<file path="config.mk">
export PLATFORM = sky130hd
export DESIGN_NAME = baggage_drop_ctrl
export DESIGN_NICKNAME = d
export VERILOG_FILES = /design/src/rtl/baggage_drop_ctrl.sv
export SDC_FILE = /design/constraint.sdc
export NUM_CORES = 1
export LEC_CHECK = 0
export CAP_MARGIN = 20
export CORE_AREA = 4 4 119 76
export CTS_BUF_LIST = sky130_fd_sc_hd__clkbuf_2
export DETAILED_ROUTE_END_ITERATION = 7
export DIE_AREA = 0 0 123 80
export PLACE_DENSITY_LB_ADDON = 0.12
export SKIP_LAST_GASP = 1
export SLEW_MARGIN = 10
export SYNTH_ARGS = -nofsm -noshare
export SYNTH_HDL_FRONTEND = slang
export SYNTH_SLANG_ARGS = --single-unit
</file>
<file path="constraint.sdc">
create_clock -name clk -period 2.8 [get_ports clk]
set_input_delay 0.28 -clock clk [delete_from_list [all_inputs] [get_ports clk]]
set_output_delay 0.28 -clock clk [all_outputs]
set_load 0.1 [all_outputs]
</file>
<file path="src/rtl/baggage_drop_ctrl.sv">
// Baggage-drop sequencing controller.
// A transaction starts in IDLE: the limit is latched, then a burst of sensor samples is averaged.
// The drop stage is then armed for a fixed window, and its feedback is recorded as the result.
// Every output comes straight from a register, so no input reaches an output combinationally.
module baggage_drop_ctrl #(
    parameter int unsigned NUM_SAMPLES_LOG2 = 2,
    parameter int unsigned DROP_CYCLES      = 8,
    parameter int unsigned SAMPLE_TIMEOUT   = 255
) (
    input  logic        clk,
    input  logic        rst_n,
    input  logic        start,
    input  logic [15:0] t_lim_in,
    input  logic        sensor_valid,
    input  logic [15:0] sensor_data,
    input  logic        drop_activated,
    output logic [15:0] t_act,
    output logic [15:0] t_lim,
    output logic        drop_en,
    output logic        busy,
    output logic        done,
    output logic        dropped,
    output logic        timeout,
    output logic        mismatch
);

    localparam int unsigned NumSamples = 1 << NUM_SAMPLES_LOG2;
    // Wide enough that NumSamples full-scale samples cannot overflow.
    localparam int unsigned AccW       = 16 + NUM_SAMPLES_LOG2;
    localparam int unsigned CntW       = NUM_SAMPLES_LOG2 + 1;
    localparam int unsigned IdleW      = $clog2(SAMPLE_TIMEOUT + 1);
    localparam int unsigned DropW      = $clog2(DROP_CYCLES + 1);

    localparam logic [1:0] StIdle   = 2'd0;
    localparam logic [1:0] StSample = 2'd1;
    localparam logic [1:0] StArm    = 2'd2;
    localparam logic [1:0] StDone   = 2'd3;

    logic [1:0]       state_q,    state_d;
    logic [AccW-1:0]  acc_q,      acc_d;
    logic [CntW-1:0]  cnt_q,      cnt_d;
    logic [IdleW-1:0] idle_q,     idle_d;
    logic [DropW-1:0] drop_cnt_q, drop_cnt_d;
    logic [15:0]      t_act_q,    t_act_d;
    logic [15:0]      t_lim_q,    t_lim_d;
    logic             drop_en_q,  drop_en_d;
    logic             busy_q,     busy_d;
    logic             done_q,     done_d;
    logic             dropped_q,  dropped_d;
    logic             timeout_q,  timeout_d;
    logic             mismatch_q, mismatch_d;

    logic [AccW-1:0]  acc_sum;
    logic             last_sample;
    logic             idle_expired;
    logic             arm_last;
    logic             expect_drop;

    // Helper terms shared by the next-state logic below.
    always_comb begin
        acc_sum      = acc_q + AccW'(sensor_data);
        last_sample  = (cnt_q == CntW'(NumSamples - 1));
        idle_expired = (idle_q == IdleW'(SAMPLE_TIMEOUT - 1));
        arm_last     = (drop_cnt_q == DropW'(1));
        // The decision the drop stage should make from the values we drive it (unsigned).
        expect_drop  = (t_act_q < t_lim_q);
    end

    // Next-state and next-output decode for the transaction sequence.
    always_comb begin
        state_d    = state_q;
        acc_d      = acc_q;
        cnt_d      = cnt_q;
        idle_d     = idle_q;
        drop_cnt_d = drop_cnt_q;
        t_act_d    = t_act_q;
        t_lim_d    = t_lim_q;
        drop_en_d  = drop_en_q;
        busy_d     = busy_q;
        done_d     = 1'b0;
        dropped_d  = dropped_q;
        timeout_d  = timeout_q;
        mismatch_d = mismatch_q;

        unique case (state_q)
            StIdle: begin
                if (start) begin
                    t_lim_d    = t_lim_in;
                    t_act_d    = '0;
                    acc_d      = '0;
                    cnt_d      = '0;
                    idle_d     = '0;
                    dropped_d  = 1'b0;
                    timeout_d  = 1'b0;
                    mismatch_d = 1'b0;
                    busy_d     = 1'b1;
                    state_d    = StSample;
                end
            end

            StSample: begin
                if (sensor_valid) begin
                    acc_d  = acc_sum;
                    cnt_d  = cnt_q + CntW'(1);
                    idle_d = '0;
                    if (last_sample) begin
                        // Floor average, including the sample accepted this cycle.
                        t_act_d    = 16'(acc_sum >> NUM_SAMPLES_LOG2);
                        drop_en_d  = 1'b1;
                        drop_cnt_d = DropW'(DROP_CYCLES);
                        state_d    = StArm;
                    end
                end else if (idle_expired) begin
                    // Sensor went quiet: abandon the partial average, never arm.
                    idle_d    = '0;
                    timeout_d = 1'b1;
                    busy_d    = 1'b0;
                    done_d    = 1'b1;
                    state_d   = StDone;
                end else begin
                    idle_d = idle_q + IdleW'(1);
                end
            end

            StArm: begin
                if (drop_activated) begin
                    dropped_d = 1'b1;
                end
                if (drop_activated != expect_drop) begin
                    mismatch_d = 1'b1;
                end
                if (arm_last) begin
                    drop_cnt_d = '0;
                    drop_en_d  = 1'b0;
                    busy_d     = 1'b0;
                    done_d     = 1'b1;
                    state_d    = StDone;
                end else begin
                    drop_cnt_d = drop_cnt_q - DropW'(1);
                end
            end

            StDone: begin
                state_d = StIdle;
            end

            default: begin
                state_d   = StIdle;
                drop_en_d = 1'b0;
                busy_d    = 1'b0;
            end
        endcase
    end

    // State and output registers with synchronous active-low reset.
    always_ff @(posedge clk) begin
        if (!rst_n) begin
            state_q    <= StIdle;
            acc_q      <= '0;
            cnt_q      <= '0;
            idle_q     <= '0;
            drop_cnt_q <= '0;
            t_act_q    <= '0;
            t_lim_q    <= '0;
            drop_en_q  <= 1'b0;
            busy_q     <= 1'b0;
            done_q     <= 1'b0;
            dropped_q  <= 1'b0;
            timeout_q  <= 1'b0;
            mismatch_q <= 1'b0;
        end else begin
            state_q    <= state_d;
            acc_q      <= acc_d;
            cnt_q      <= cnt_d;
            idle_q     <= idle_d;
            drop_cnt_q <= drop_cnt_d;
            t_act_q    <= t_act_d;
            t_lim_q    <= t_lim_d;
            drop_en_q  <= drop_en_d;
            busy_q     <= busy_d;
            done_q     <= done_d;
            dropped_q  <= dropped_d;
            timeout_q  <= timeout_d;
            mismatch_q <= mismatch_d;
        end
    end

    assign t_act    = t_act_q;
    assign t_lim    = t_lim_q;
    assign drop_en  = drop_en_q;
    assign busy     = busy_q;
    assign done     = done_q;
    assign dropped  = dropped_q;
    assign timeout  = timeout_q;
    assign mismatch = mismatch_q;

endmodule

</file>
==> After elaboration in Yosys (flattened, before gate mapping) <==
Index checks and enable logic that the tools add are counted.
{ "totals": {"reg_bits": 73, "latchBits": 0, "mem_bits_rw": 0, "romBits": 0, "input_bits": 37, "output_inout_bits": 38, "wordCells": 95, "memories": 0} }
{ "classes": {"addsub": 4, "mul": 0, "div": 0, "n_lt_le_gt_ge": 1, "n_eq_ne": 17, "shift": 0, "muxes": 44, "bitwise_logic": 0, "n_reduce_logical": 16} }
{ "op_table": {"columns": ["cell", "count"], "rows": [
  ["$mux 16", 3],
  ["$mux 18", 2],
  ["$pmux 18 s2", 1],
  ["$pmux 16 s2", 1],
  ["$mux 8", 3],
  ["$add 18x16->18", 1],
  ["$lt 16x16->1", 1],
  ["$ne 2x2->1 const B", 8],
  ["$pmux 8 s2", 1],
  ["$reduce_and 4->1", 4],
  ["$mux 1", 14],
  ["$mux 4", 3],
  ["$reduce_and 3->1", 4],
  ["$mux 2", 5],
  ["$pmux 1 s2", 5],
  ["$add 8x1->8 const B", 1],
  ["$eq 8x8->1 const B", 1],
  ["$pmux 2 s4", 1],
  ["$pmux 4 s2", 1],
  ["$mux 3", 2],
  ["$ne 3x3->1 const B", 2],
  ["$pmux 3 s2", 1],
  ["$reduce_bool 2->1", 3],
  ["$reduce_and 5->1", 1],
  ["11 further kinds", 13]
]} }

==> Logic depth before layout (Yosys ltp) <==
{ "logic_depth": {"depth_word": 4, "mapped_depth": 11, "depth_no_buf": 10} }

==> Worst setup path before layout <==
OpenSTA, ideal clock, no wires.
{ "synth_timing": {"kind": "register -> register", "startpoint": "reg t_lim_q[6] (netlist: t_lim[6])", "endpoint": "reg mismatch_q (netlist: mismatch)", "setup_time_ps": 80, "arrival_ps": 2584, "required_time_ps": 2720, "slack_ps": 136, "stages_incl_launch_ff": 10, "path_buffers": 0, "period_less_slack_ps": 2664, "path_cell_list": "dfxtp_1 inv_1 ha_1 a21o_1 a221oi_1 o221ai_1 a211oi_1 xor2_1 a21oi_1 nor3b_1"} }
{ "synth_via": {"elab_chain_cells": 4} }
{ "synth_lines": {"columns": ["item", "line", "text"], "rows": [
  ["start, declared", "45", "logic [15:0] t_lim_q, t_lim_d;"],
  ["start signal, assigned", "178", "t_lim_q <= t_lim_d;"],
  ["$lt 16x16->1", "66", "expect_drop = (t_act_q < t_lim_q);"],
  ["$ne 1x1->1", "129", "if (drop_activated != expect_drop) begin"],
  ["$ne 2x2->1 (no source line)", null, null],
  ["$reduce_and 3->1 (no source line)", null, null],
  ["end signal, assigned", "184", "mismatch_q <= mismatch_d;"],
  ["end, declared", "51", "logic mismatch_q, mismatch_d;"]
]} }
No other way between the ends.
A chain may end at the register's enable or synchronous reset.

==> Worst setup path after layout <==
{ "layout_timing": {"startpoint": "reg acc_q[0]", "endpoint": "reg t_act_q[14] (netlist: t_act[14])"} }
{ "layout_via": {"elab_chain_cells": 4} }
{ "layout_lines": {"columns": ["item", "line", "text"], "rows": [
  ["start, declared", "40", "logic [AccW-1:0] acc_q, acc_d;"],
  ["start signal, assigned", "159", "acc_q <= '0;"],
  ["start signal, assigned", "173", "acc_q <= acc_d;"],
  ["$add 18x16->18", "61", "acc_sum = acc_q + AccW'(sensor_data);"],
  ["$mux 16", "106", "if (last_sample) begin"],
  ["$mux 16", "102", "if (sensor_valid) begin"],
  ["$pmux 16 s2", "85", "unique case (state_q)"],
  ["end signal, assigned", "177", "t_act_q <= t_act_d;"],
  ["end, declared", "44", "logic [15:0] t_act_q, t_act_d;"]
]} }
No other way between the ends. The select of a mux whose other input is x is not followed.

==> metrics.md <==
| Metric | Value |
|---|---|
| Syn Nets | `598` |
| Diode count | `0` |
| Via density | `5.58` |
| Final Setup Violations | `0` |
| TritonCTS Sinks | `73` |
| Max FO, Critical Path | `3` |
| Post-route ant nets | `0` |
| Routed wire length per instance | `15.7 um` |
| P&R area growth vs syn | `20.6%` |
| FFs w/ async S/R, synth | `0` |
| Nets | `672` |
| Gp weighted congestion | `0.947` |
| Cell variety after synth | `51` |
| GRT overflow | `0` |
| Fin crit share | `0.850` |
| Number of placed cells counting well taps | `690` |
| CP endpoint kind | `register` |
| Synth Instances | `519` |
| Die Y | `80 um` |
| Detailed Place HPWL | `8520 um` |
| Fill count | `648` |
| Total GRT Usage | `0.235` |
| DRC | `0` |
| Post-Syn Area per Cell | `8.26 um^2` |
| RSZ-0062 raised after global routing | `no` |
| I/O Pins | `75` |
| Post-synth top area share | `0.341` |
| Ys flop type | `dfxtp_1` |
| DRT Wirelength | `11100 um` |
| Met2 WL | `4380 um` |
| DR vias | `3932` |
| Drt first-iter violations | `268` |
| Post-synth EDFFs | `0` |
| Buffers on Ports | `74` |
| Relative slew slack | `0.579` |
| First-pass GRT wire length | `18200 um` |
| Hold Path Class | `primary input to register` |
| Die ar. | `9840 um^2` |
| Post-layout min period | `2.38 ns` |
| Post-CTS sizing | `0` |
| Worst EP required | `3.22 ns` |
| Final hold vios | `0` |
| Slew Viols, Final | `0` |
| Commonest cells in the netlist | `81 x nand2_1, 73 x dfxtp_1, 41 x ha_1` |
| Initial Util | `0.550` |
| PD cells | `853 nW/um^2` |
| Post-CTS Setup Bufs | `0` |
| Worst Tran Pin Value | `0.630 ns` |
| CTS Buf Count | `9` |
| Met1 Wirelength | `5720 um` |
| Setup TNS | `0 ns` |
| Share of cells above drive strength 1 | `0.119` |
| Crit path kind | `register to register` |
| Leak | `2.23 nW` |
| Outcome | `finished clean` |
| Reg area | `1460 um^2` |
| DR WL met3 | `861 um` |
| Top cells by area, synth | `dfxtp_1 34%, ha_1 12%, nand2_1 7.1%, a21boi_0 4.0%, a21oi_1 3.4%` |
| First-pass DRT Iterations | `5` |
| H-tree depth | `3` |
| Worst-skew pair later-pin latency | `0.54 ns` |
| Row cnt | `25` |
| Arr. time, crit path | `2.80 ns` |
| TritonCTS clock tree | `done` |
| Max IR drop VDD | `0.554 mV` |
| CTS clk-pin slew, worst paths | `0.20 ns` |
| Initial antenna violation count | `0` |
| Core ar. | `7790 um^2` |
| Clock skew | `0.0296 ns` |
| Ys Warns | `0` |
| CP Launch Type | `register` |
| Final cell count without fillers | `705` |
| Number of global-route vias before repair | `3788` |
| Hold_buf cts | `0` |
| Root buffer cell | `clkbuf_2` |
| Register area share after synthesis | `0.341` |
| DR top layer | `met4` |
| FMAX | `420 MHz` |
| Cell taking the most area after synthesis | `dfxtp_1` |
| Area of the multi-input gates | `2620 um^2` |
| Maximum clock path buffer count | `2` |
| Cell Area, Synth | `4290 um^2` |
| Largest net degree at the start of global routing | `20` |
| #FFs+latches synth | `73` |
| Total of max-cap violations | `0` |
| Die Wd | `123 um` |
| Top-count cell post-synth | `nand2_1` |
-- critical path: stages, from the launching register on --
cell,delay (ns)
dfxtp_1,0.37
ha_1,0.16
inv_1,0.05
fa_1,0.40
nor2b_1,0.18
o21a_1,0.17
o21ai_2,0.07
a211oi_1,0.29
a21o_1,0.24
mux2i_1,0.23
nand3_1,0.09
-- cell families (layout without fill, tap and decap cells) --
kind of cell    Yosys count  after routing  synth area share
fa+ha+maj                42             42             0.124
buf+inv                  51            129            0.0479
simple gates            192            192             0.218
flops                    73             73             0.341
xor+xnor                 18             18            0.0368
compound gates          140            140             0.224
mux                       3              3           0.00817
-- power by group --
part	switching (W)	leakage, nW	total, W	internal [W]
Sequential	0.000151	0.593	0.00136	0.00121
Combinational	0.00164	1.56	0.00239	0.000753
Clock	0.000377	0.0745	0.000663	0.000286
-- area by class of cell --
cell class                      instances  share of cell area
Timing Repair Buffer                   84               0.139
Clock buffer                           10             0.00968
Clock inverter                          5              0.0138
Inverter                               30              0.0218
Tap cell                              108              0.0261
Multi-Input combinational cell        395               0.507
Sequential cell                        73               0.283
-- worst paths after layout --
check,startpoint,endpoint,slack [ns],depth (start not counted)
max,acc_q[0],t_act[14],0.42,10
min,t_lim_in[14],t_lim[14],0.28,3
max reg2reg,acc_q[0],t_act[14],0.42,10
min reg2reg,acc_q[0],acc_q[0],0.49,2
-- layer usage --
metal,vias to the layer above,track usage
li1,1961,-
met1,1808,0.348
met2,147,0.331
met3,16,0.0637
met4,0,0.0619
met5,-,0
-- metrics by stage --
stage	worst slack [ns]	util	instance area [um^2]	power [W]	hold slack [ns]
floorplan	0.136	-	4290	0.00314	0.425
global placement	0.119	0.648	5050	0.00369	0.453
detailed placement	0.0350	0.648	5050	0.00373	0.466
CTS	0.462	0.664	5170	0.00440	0.249
global route	0.223	0.664	5170	0.00468	0.256
finish	0.421	0.664	5170	0.00441	0.283
-- flip-flops by register name (all words and copies together), names as in the netlist, 2 cells and up --
| register | flops |
|---|---|
| acc_q | 18 |
| cnt_q | 3 |
| drop_cnt_q | 4 |
| idle_q | 8 |
| state_q | 2 |
| t_act | 16 |
| t_lim | 16 |
-- cell usage in the layout, fill, tap and decap left out, drive strengths merged, types with 8 or more instances in the layout --
cell / Yosys / layout
buf: 6 / 48
dfxtp: 73 / 73
a21boi: 23 / 23
nor2b: 12 / 12
o21ai: 25 / 25
a21o: 17 / 17
and2: 13 / 13
a21oi: 31 / 31
nand3: 18 / 18
nor2: 22 / 22
clkdlybuf4s50: 0 / 36
clkbuf: 15 / 10
nand2: 81 / 81
a22o: 12 / 12
ha: 41 / 41
inv: 30 / 30
nand4: 8 / 8
xnor2: 10 / 10
xor2: 8 / 8
Note: power is estimated with default switching activity, not from simulation.
